File: config.mk
export PLATFORM = sky130hd
export DESIGN_NAME = mem_stage
export DESIGN_NICKNAME = d
export VERILOG_FILES = /design/src/rtl/pipeline_pkg.sv /design/src/rtl/lsu_align.sv /design/src/rtl/mem_stage.sv
export SDC_FILE = /design/constraint.sdc
export NUM_CORES = 1
export LEC_CHECK = 0
export CORE_MARGIN = 2
export CORE_UTILIZATION = 51
export DETAILED_ROUTE_END_ITERATION = 6
export PLACE_DENSITY = 0.95
export SETUP_SLACK_MARGIN = 0.2
export SLEW_MARGIN = 40
export SYNTH_ARGS = -nofsm -noshare
export SYNTH_HDL_FRONTEND = slang
export SYNTH_SLANG_ARGS = --single-unit
File: constraint.sdc
create_clock -name clk -period 5.4 [get_ports clk]
set_clock_uncertainty 0.15 [all_clocks]
set_input_delay 1.35 -clock clk [delete_from_list [all_inputs] [get_ports clk]]
set_output_delay 1.35 -clock clk [all_outputs]
set_load 0.005 [all_outputs]
File: src/rtl/pipeline_pkg.sv
// rtl/pipeline_pkg.sv - shared pipeline types, funct3 codes and memory-stage enums
package pipeline;

  localparam int XLEN = 32;

  localparam logic [2:0] F3_LB  = 3'b000;
  localparam logic [2:0] F3_LH  = 3'b001;
  localparam logic [2:0] F3_LW  = 3'b010;
  localparam logic [2:0] F3_LBU = 3'b100;
  localparam logic [2:0] F3_LHU = 3'b101;
  localparam logic [2:0] F3_SB  = 3'b000;
  localparam logic [2:0] F3_SH  = 3'b001;
  localparam logic [2:0] F3_SW  = 3'b010;

  typedef enum logic {IDLE, BUS} mem_state;

  typedef enum logic [1:0] {
    TRAP_NONE       = 2'b00,
    TRAP_MISALIGNED = 2'b01,
    TRAP_BUS_ERR    = 2'b10,
    TRAP_ILLEGAL    = 2'b11
  } trap_cause_t;

  typedef struct packed {
    logic [2:0]      funct3;
    logic            mm_re;
    logic            mm_we;
    logic [XLEN-1:0] mm_addr;
    logic [XLEN-1:0] data;
    logic [4:0]      rd_addr;
  } memory_signals;

  typedef struct packed {
    logic [XLEN-1:0] data;
    logic [4:0]      rd_addr;
  } writeback_signals;

endpackage

File: src/rtl/lsu_align.sv
// rtl/lsu_align.sv - combinational byte-lane steering, load extension and access legality
module lsu_align import pipeline::*; (
  input  logic [2:0]      funct3,
  input  logic            mm_re,
  input  logic            mm_we,
  input  logic [1:0]      addr_lo,
  input  logic [XLEN-1:0] store_data,
  input  logic [XLEN-1:0] rdata,
  output logic [3:0]      be,
  output logic [XLEN-1:0] wdata,
  output logic [XLEN-1:0] load_data,
  output logic            misaligned,
  output logic            illegal
);

  logic [7:0]  lane_byte;
  logic [15:0] lane_half;

  always_comb begin
    lane_byte = 8'h00;
    case (addr_lo)
      2'd0: lane_byte = rdata[7:0];
      2'd1: lane_byte = rdata[15:8];
      2'd2: lane_byte = rdata[23:16];
      2'd3: lane_byte = rdata[31:24];
      default: lane_byte = 8'h00;
    endcase
    lane_half = addr_lo[1] ? rdata[31:16] : rdata[15:0];
  end

  // Stores only encode funct3 000..010; loads additionally reject 011/110/111
  always_comb begin
    illegal = (mm_re && mm_we)
           || (mm_re && (funct3 == 3'b011 || funct3[2:1] == 2'b11))
           || (mm_we && (funct3[2] || funct3 == 3'b011));
    misaligned = (mm_re || mm_we)
              && ((funct3[1:0] == 2'b01 && addr_lo[0])
               || (funct3[1:0] == 2'b10 && addr_lo != 2'b00));
  end

  always_comb begin
    be    = 4'b1111;
    wdata = store_data;
    if (mm_we) begin
      case (funct3)
        F3_SB: begin
          be    = 4'b0001 << addr_lo;
          wdata = {4{store_data[7:0]}};
        end
        F3_SH: begin
          be    = addr_lo[1] ? 4'b1100 : 4'b0011;
          wdata = {2{store_data[15:0]}};
        end
        default: begin
          be    = 4'b1111;
          wdata = store_data;
        end
      endcase
    end
  end

  always_comb begin
    load_data = rdata;
    case (funct3)
      F3_LB:   load_data = {{24{lane_byte[7]}}, lane_byte};
      F3_LH:   load_data = {{16{lane_half[15]}}, lane_half};
      F3_LBU:  load_data = {24'h0, lane_byte};
      F3_LHU:  load_data = {16'h0, lane_half};
      default: load_data = rdata;
    endcase
  end

endmodule

File: src/rtl/mem_stage.sv
// rtl/mem_stage.sv - memory-access stage: single-outstanding data bus FSM and writeback/trap registers
module mem_stage import pipeline::*; (
  input  logic             clk,
  input  logic             rst_n,
  input  logic             in_valid,
  output logic             in_ready,
  input  memory_signals    mem_in,
  output logic             dbus_req,
  output logic             dbus_we,
  output logic [XLEN-1:0]  dbus_addr,
  output logic [XLEN-1:0]  dbus_wdata,
  output logic [3:0]       dbus_be,
  input  logic             dbus_ack,
  input  logic             dbus_err,
  input  logic [XLEN-1:0]  dbus_rdata,
  output logic             wb_valid,
  output writeback_signals wb_out,
  output logic             trap_valid,
  output logic [1:0]       trap_cause,
  output logic [XLEN-1:0]  trap_addr
);

  mem_state        state;
  logic [2:0]      f3_q;
  logic            we_q;
  logic [XLEN-1:0] addr_q;
  logic [4:0]      rd_q;

  logic            idle;
  logic [2:0]      al_funct3;
  logic            al_re;
  logic            al_we;
  logic [1:0]      al_addr_lo;
  logic [3:0]      al_be;
  logic [XLEN-1:0] al_wdata;
  logic [XLEN-1:0] al_load;
  logic            al_misaligned;
  logic            al_illegal;

  assign idle     = (state == IDLE);
  assign in_ready = idle;

  // One aligner serves both phases: the incoming bundle while idle, the latched access while on the bus
  always_comb begin
    al_funct3  = idle ? mem_in.funct3       : f3_q;
    al_re      = idle ? mem_in.mm_re        : !we_q;
    al_we      = idle ? mem_in.mm_we        : we_q;
    al_addr_lo = idle ? mem_in.mm_addr[1:0] : addr_q[1:0];
  end

  lsu_align u_align (
    .funct3     (al_funct3),
    .mm_re      (al_re),
    .mm_we      (al_we),
    .addr_lo    (al_addr_lo),
    .store_data (mem_in.data),
    .rdata      (dbus_rdata),
    .be         (al_be),
    .wdata      (al_wdata),
    .load_data  (al_load),
    .misaligned (al_misaligned),
    .illegal    (al_illegal)
  );

  always_ff @(posedge clk) begin
    if (!rst_n) begin
      state      <= IDLE;
      f3_q       <= 3'b000;
      we_q       <= 1'b0;
      addr_q     <= '0;
      rd_q       <= 5'd0;
      dbus_req   <= 1'b0;
      dbus_we    <= 1'b0;
      dbus_addr  <= '0;
      dbus_wdata <= '0;
      dbus_be    <= 4'b0000;
      wb_valid   <= 1'b0;
      wb_out     <= '0;
      trap_valid <= 1'b0;
      trap_cause <= TRAP_NONE;
      trap_addr  <= '0;
    end else begin
      wb_valid   <= 1'b0;
      trap_valid <= 1'b0;
      case (state)
        IDLE: begin
          if (in_valid) begin
            if (!mem_in.mm_re && !mem_in.mm_we) begin
              wb_valid <= 1'b1;
              wb_out   <= '{data: mem_in.data, rd_addr: mem_in.rd_addr};
            end else if (al_illegal || al_misaligned) begin
              trap_valid <= 1'b1;
              trap_cause <= al_illegal ? TRAP_ILLEGAL : TRAP_MISALIGNED;
              trap_addr  <= mem_in.mm_addr;
            end else begin
              state      <= BUS;
              f3_q       <= mem_in.funct3;
              we_q       <= mem_in.mm_we;
              addr_q     <= mem_in.mm_addr;
              rd_q       <= mem_in.rd_addr;
              dbus_req   <= 1'b1;
              dbus_we    <= mem_in.mm_we;
              dbus_addr  <= {mem_in.mm_addr[XLEN-1:2], 2'b00};
              dbus_be    <= al_be;
              dbus_wdata <= mem_in.mm_we ? al_wdata : '0;
            end
          end
        end
        BUS: begin
          if (dbus_ack) begin
            state    <= IDLE;
            dbus_req <= 1'b0;
            if (dbus_err) begin
              trap_valid <= 1'b1;
              trap_cause <= TRAP_BUS_ERR;
              trap_addr  <= addr_q;
            end else begin
              wb_valid <= 1'b1;
              wb_out   <= we_q ? '0 : '{data: al_load, rd_addr: rd_q};
            end
          end
        end
        default: state <= IDLE;
      endcase
    end
  end

endmodule
# Yosys cells after proc, flatten, opt, wreduce, memory -nomap -nowiden
# Cells that the tools add are included.
word_totals:
  ff_bits: 182
  inputBits: 111
  output_inout_bits: 144
  wordCells: 114
op_classes:
  n_eq_ne: 18
  shifts: 1
  muxes: 53
  bitwise_logic: 3
  reduce_logical: 24
ops:
  columns: ["op", "count"]
  rows:
  - ["32-bit 2-to-1 mux", 7]
  - ["37-bit 2-to-1 mux", 5]
  - ["32-bit one-hot mux with 2 select lines", 2]
  - ["32-bit one-hot mux with 4 select lines", 1]
  - ["37-bit one-hot mux with 2 select lines", 1]
  - ["8-bit one-hot mux with 4 select lines", 1]
  - ["1-bit 2-to-1 mux", 19]
  - ["16-bit 2-to-1 mux", 1]
  - ["2-bit 2-to-1 mux", 7]
  - ["2-bit inequality test, second input constant", 6]
  - ["4-bit AND reduction", 3]
  - ["2-bit equality test, second input constant", 4]
  - ["4-bit 2-to-1 mux", 2]
  - ["1-bit one-hot mux with 2 select lines", 4]
  - ["4-bit one-hot mux with 2 select lines", 1]
  - ["1-bit logical AND", 7]
  - ["1-bit logical OR", 7]
  - ["3-bit equality test, second input constant", 2]
  - ["5-bit AND reduction", 1]
  - ["2-bit by 1-bit equality test with 1-bit output, second input constant", 2]
  - ["2-bit by 1-bit inequality test with 1-bit output, second input constant", 2]
  - ["2-bit one-hot mux with 2 select lines", 1]
  - ["1-bit by 2-bit left shift with 4-bit output, first input constant", 1]
  - ["3-bit by 1-bit equality test with 1-bit output, second input constant", 1]
  - ["other kinds (7)", 11]

# Depth between registers and ports, before layout
logic_depth:
  word_depth: 11
  mapped_depth: 10
  ltp_nobuf: 5

# Hierarchy
# A second synthesis with hierarchy kept.
hier_totals:
  hier_cells: 950
  area_unflattened_um2: 7886.3
modules_own_cells:
  columns: ["mod", "n_inst", "cells_each", "area_per_inst_um2", "seq_area_each_um2"]
  rows:
  - ["mem_stage", 1, 777, 6764.0, 3042.9]
  - ["lsu_align", 1, 173, 1122.3, 0.0]

# Least setup slack after synthesis
# Ideal clock, no wire load.
synth_path:
  kind: "in2reg"
  start: "input mem_in[69] (netlist name)"
  end: "register dbus_be[3]"
  t_arrival_ns: 2.855
  t_required_ns: 5.118
  setup_slack_ns: 2.263
  path_stages: 8
  path_cell_list: "clkbuf_1 > or4b_2 > buf_2 > nand2_1 > buf_4 > o21ai_0 > nor4_1 > nor3_1"
synth_via:
  elab_chain_len: 7
  word_cells_on_any_way: 14
  cone_classes: "mux (2); bitwise (2); reduce/logical (10)"
synth_lines:
  columns: ["element", "line_no", "text"]
  rows:
  - ["start: declaration", "mem_stage.sv:7", "input memory_signals mem_in,"]
  - ["1-bit 2-to-1 mux", "mem_stage.sv:47", "al_we = idle ? mem_in.mm_we : we_q;"]
  - ["1-bit logical AND", "lsu_align.sv:33", "illegal = (mm_re && mm_we)"]
  - ["1-bit logical OR", "lsu_align.sv:34", "|| (mm_re && (funct3 == 3'b011 || funct3[2:1] == 2'b11))"]
  - ["1-bit logical OR", "lsu_align.sv:35", "|| (mm_we && (funct3[2] || funct3 == 3'b011));"]
  - ["1-bit logical OR", "mem_stage.sv:91", "end else if (al_illegal || al_misaligned) begin"]
  - ["1-bit inverter (no line)", null, null]
  - ["4-bit AND reduction (no line)", null, null]
  - ["end signal: assignment", "mem_stage.sv:104", "dbus_be <= al_be;"]
  - ["end: declaration", "mem_stage.sv:12", "output logic [3:0] dbus_be,"]
# Several ways; a longest one is shown, not always the timed one.
# A chain may end at the register's enable or synchronous reset.

# Worst setup path after layout
layout_path:
  start: "input mem_in[69] (netlist name)"
  end: "register trap_addr[23]"
layout_via:
  elab_chain_len: 7
  word_cells_on_any_way: 13
  cone_classes: "eq/ne (2); mux (1); reduce/logical (10)"
layout_lines:
  columns: ["element", "line_no", "text"]
  rows:
  - ["1-bit 2-to-1 mux", "mem_stage.sv:47", null]
  - ["1-bit logical AND", "lsu_align.sv:33", null]
  - ["1-bit logical OR", "lsu_align.sv:34", null]
  - ["1-bit logical OR", "lsu_align.sv:35", null]
  - ["1-bit logical OR", "mem_stage.sv:91", null]
  - ["2-bit by 1-bit inequality test with 1-bit output (no line)", null, null]
  - ["5-bit AND reduction (no line) (*)", null, null]
  - ["end signal: assignment", "mem_stage.sv:94", "trap_addr <= mem_in.mm_addr;"]
  - ["end signal: assignment", "mem_stage.sv:116", "trap_addr <= addr_q;"]
  - ["end: declaration", "mem_stage.sv:20", "output logic [XLEN-1:0] trap_addr"]
# Every way passes the cells marked *; elsewhere a longest branch is shown, timed or not.

==> run_results.csv <==
group,metric,value,unit
pwr,p_int,0.00224,W
place,finalWeightedCongestion,1.00,
pwr,p_leak,4.13,nW
logic_synthesis,synth_fa_ha_area_share,0,%
setup_path,critPathRequiredTime,5.60,ns
worst_hold_path,hold_class,"register to register",
global_routing,antenna_found_initial,0,
logic_synthesis,synthSimpleGateAreaFrac,16.8,%
setup_path,worst_path_max_delay_cell,"clkdlybuf4s50_1",
logic_synthesis,yosysSeqAreaShare,36.7,%
cts,htree_levels,4,
finish,diodes,0,
logic_synthesis,synth.distinct_cells,63,
global_routing,grt_max_degree,102,
cts,clock-root-buffer,"clkbuf_16",
cts,cts_tree,"built",
global_routing,track_usage,33.0,%
route,dr.pass1.iters,6,
finish,finalNetCount,1263,
sta,setup_viol,0,
global_routing,top_usage_layer,"met2",
cts,cts_resized,0,
route,antenna_left,0,
floorplan,die_area,17300,um2
floorplan,core_region_area,15900,um2
sta,worst-slew-pin-transition,0.860,ns
sta,tns,0,ns
route,num_vias,8887,
setup_path,cpPeakStageDelay,0.76,ns
place,io_buffer_count,252,
cts,clock_sinks,152,
floorplan,die_y,131,um
floorplan,die_x,131,um
pwr,pwr-share-seq,38.7,%
logic_synthesis,synth-seq-cells,152,
global_routing,gr-usage-met2,51.9,%
logic_synthesis,synth-edff-count,0,
floorplan,ioPinCount,255,
cts,cts_setup_buffers,0,
global_routing,grt_use_met3,7.79,%
logic_synthesis,synth_cells,1002,
pwr,netSwitchingFraction,30.8,%
cts,numCtsBuffers,17,
sta,rsz0062_at_grt,"false",
flow_run,cap_violations,0,
setup_path,end_kind,"register",
pwr,power_frac_comb,23.4,%
sta,slew_viol_final,0,
logic_synthesis,synth_area,8290,um2
sta,fin_crit,4.24,ns
floorplan,rows,46,
setup_path,critical_path.max_fanout,31,
setup_path,crit_type,"input port to register",
pwr,p_clk_share,37.9,%
setup_path,worstSetupStartpointType,"input port",
logic_synthesis,async_reset_ff_share,0,%
logic_synthesis,yosysWarnings,0,
finish,seq_area,3050,um2
logic_synthesis,synth_ff_type,"dfxtp_1",
route,via_per_inst,6.44,
cts,clock_path_buffers,2,
cts,ctsHoldBuffers,0,
sta,whs,0.311,ns
status,outcome,"completed",
setup_path,arrival,4.43,ns
finish,n_fill_cell,1211,
pwr,power,0.00324,W
finish,fin_util,70.4,%
pwr,switching_power,0.000999,W
finish,drive_gt1_share,9.87,%
sta,max_freq,236,MHz
setup_path,crit_chain,"clkdlybuf4s50_1, nor2_1, or2_2, nand2_1, o31ai_4, buf_4, mux2i_1",
global_routing,grt_pass1_wl,46100,um
route,drt-total-wl,29600,um
route,dr.first_iter.drc_count,1068,
route,post_drt_wl_per_cell,21.5,um
cts,clk_pin_slew,0.07,ns
logic_synthesis,avgSynthCellArea,8.27,um2
finish,multi_input_area,4560,um2
cts,worstSkewPairLatency,0.43,ns
sta,relSlewSlack,42.7,%
logic_synthesis,synth_xor_xnor_area_share,0,%
route,drc,0,
global_routing,grtUsageMet1,43.0,%
sta,hold_viol_final,0,
place,dp_hpwl,19700,um
global_routing,first_global_vias,8368,
pwr,ir_worst_vdd,0.000255,V
logic_synthesis,synth_top_family_by_area,"compound AO/OA/AOI/OAI gates",
floorplan,start_util,52.2,%
global_routing,globalRoute.totalOverflow,0,
logic_synthesis,synth_compound_area_share,30.0,%
logic_synthesis,synth.mux.area_fraction,7.13,%
pwr,p_per_area,290,nW/um2
finish,syn_to_final_growth,35.0,%
sta,final_min_period_over_clock_period,78.4,%
==> power groups by stage <==
stage          Combinational, W  Clock [W]  Sequential [W]
6_report               0.000758    0.00123         0.00126
3_5_place_dp           0.000731          0         0.00128
4_1_cts                0.000738    0.00123         0.00125
5_1_grt                0.000804    0.00128         0.00126
3_3_place_gp           0.000716          0         0.00128
2_1_floorplan          0.000418          0         0.00126
==> worst paths after layout <==
| path | start | to | slack, ns | cells past startpoint |
|---|---|---|---|---|
| min reg2reg | trap_addr[13] | trap_addr[13] | 0.31 | 2 |
| max | mem_in[69] | trap_addr[23] | 1.16 | 7 |
| max reg2reg | state | trap_addr[1] | 1.88 | 6 |
| min | trap_addr[13] | trap_addr[13] | 0.31 | 2 |
==> sequential cells by signal (all words and copies together), names as in the netlist <==
register and flops:
addr_q 31, dbus_addr 1, dbus_be 4, dbus_req 1, dbus_wdata 32, f3_q 3, rd_q 5, state 1
trap_addr 32, trap_cause 2, trap_valid 1, wb_out 37, wb_valid 1, we_q 1
==> cell families (layout without fill, tap and decap cells) <==
logic type | Yosys count | count (layout)
flops | 152 | 152
compound gates | 375 | 375
simple gates | 267 | 267
other cells | 1 | 2
mux | 55 | 55
buf+inv | 152 | 314
==> through the flow <==
stage / instances / setup slack [ns] / cell area (um2)
after floorplan: 1003 / 2.26 / 8290
after detailed placement: 1349 / 0.889 / 10600
after global placement: 1349 / 1.05 / 10600
after global routing: 1381 / 1.02 / 11200
final: 1381 / 1.16 / 11200
after CTS: 1381 / 1.30 / 11200
==> synth_stat cells, types with 2 or more instances <==
| library cell | number | area share, % |
|---|---|---|
| nor4_1 | 5 | 0.38 |
| dfxtp_1 | 152 | 37 |
| mux2i_1 | 41 | 5.0 |
| nand2b_1 | 3 | 0.23 |
| a22o_1 | 8 | 0.85 |
| a221oi_1 | 2 | 0.21 |
| o31ai_1 | 75 | 6.8 |
| buf_6 | 2 | 0.27 |
| nor2_1 | 20 | 0.91 |
| mux2i_2 | 3 | 0.50 |
| nand4_1 | 49 | 3.7 |
| o21a_1 | 3 | 0.27 |
| a21oi_1 | 92 | 5.6 |
| a21o_1 | 24 | 2.2 |
| or4_1 | 9 | 0.82 |
| nand3b_1 | 7 | 0.63 |
| buf_4 | 43 | 3.9 |
| o21ai_0 | 69 | 4.2 |
| mux2_2 | 9 | 1.2 |
| a221o_1 | 7 | 0.85 |
| o211ai_1 | 34 | 3.1 |
| o2bb2ai_1 | 15 | 1.6 |
| nand2_1 | 98 | 4.4 |
| or2_2 | 31 | 2.3 |
| a31oi_1 | 14 | 1.1 |
| buf_1 | 3 | 0.14 |
| a311oi_1 | 5 | 0.53 |
| nand3_1 | 25 | 1.5 |
| a32oi_1 | 7 | 0.74 |
| o211a_1 | 2 | 0.24 |
| o22ai_1 | 7 | 0.53 |
| nor3_1 | 5 | 0.30 |
| clkbuf_1 | 76 | 3.4 |
| and2_1 | 2 | 0.15 |
| inv_1 | 12 | 0.54 |
| buf_2 | 16 | 0.97 |
==> final cells by class <==
class,count,area share (%)
repair buffers,270,23.7
flip-flops and latches,152,27.2
clock inverters,12,1.16
clock buffers,20,4.27
multi-input cells,699,40.8
inverters,12,0.403
well taps,216,2.42
==> worst max-delay path: cells and delay by family <==
family,cells,cell delay (ns)
and+or+nand+nor,3,1.41
muxes,1,0.28
buffers and inverters,2,1.24
AOI/OAI and AO/OA,1,0.10
==> routing by layer <==
metal | part of all wire (%) | vias to the layer above | routed length, um
met5 | 0 | - | 0
met4 | 4.5 | 0 | 1330
met3 | 10 | 107 | 3040
met2 | 46 | 580 | 13600
met1 | 39 | 4167 | 11600
li1 | - | 4033 | -
==> placed cells by master (no fill, tap or decap), types with 2 or more instances in the layout <==
| master | count |
|---|---|
| or2_2 | 31 |
| mux2i_2 | 3 |
| nand2_1 | 98 |
| a311oi_1 | 5 |
| nor2_1 | 19 |
| a21o_1 | 24 |
| conb_1 | 2 |
| inv_8 | 3 |
| clkdlybuf4s50_1 | 251 |
| o21ai_0 | 69 |
| and2_1 | 2 |
| clkinv_4 | 2 |
| a221oi_1 | 2 |
| dfxtp_1 | 151 |
| o211ai_1 | 34 |
| nor3_1 | 5 |
| or4_1 | 9 |
| nand2b_1 | 3 |
| nor4_1 | 5 |
| mux2i_1 | 41 |
| clkbuf_8 | 2 |
| o2bb2ai_1 | 15 |
| inv_2 | 2 |
| nand3_1 | 25 |
| nand3b_1 | 7 |
| clkbuf_16 | 18 |
| inv_6 | 3 |
| a31oi_1 | 14 |
| a32oi_1 | 7 |
| o21a_1 | 3 |
| inv_1 | 10 |
| mux2_2 | 9 |
| a21oi_1 | 92 |
| o22ai_1 | 7 |
| buf_4 | 17 |
| a221o_1 | 7 |
| a22o_1 | 8 |
| clkinvlp_4 | 3 |
| nand4_1 | 49 |
| o31ai_1 | 75 |
(Power assumes the default switching activity.)
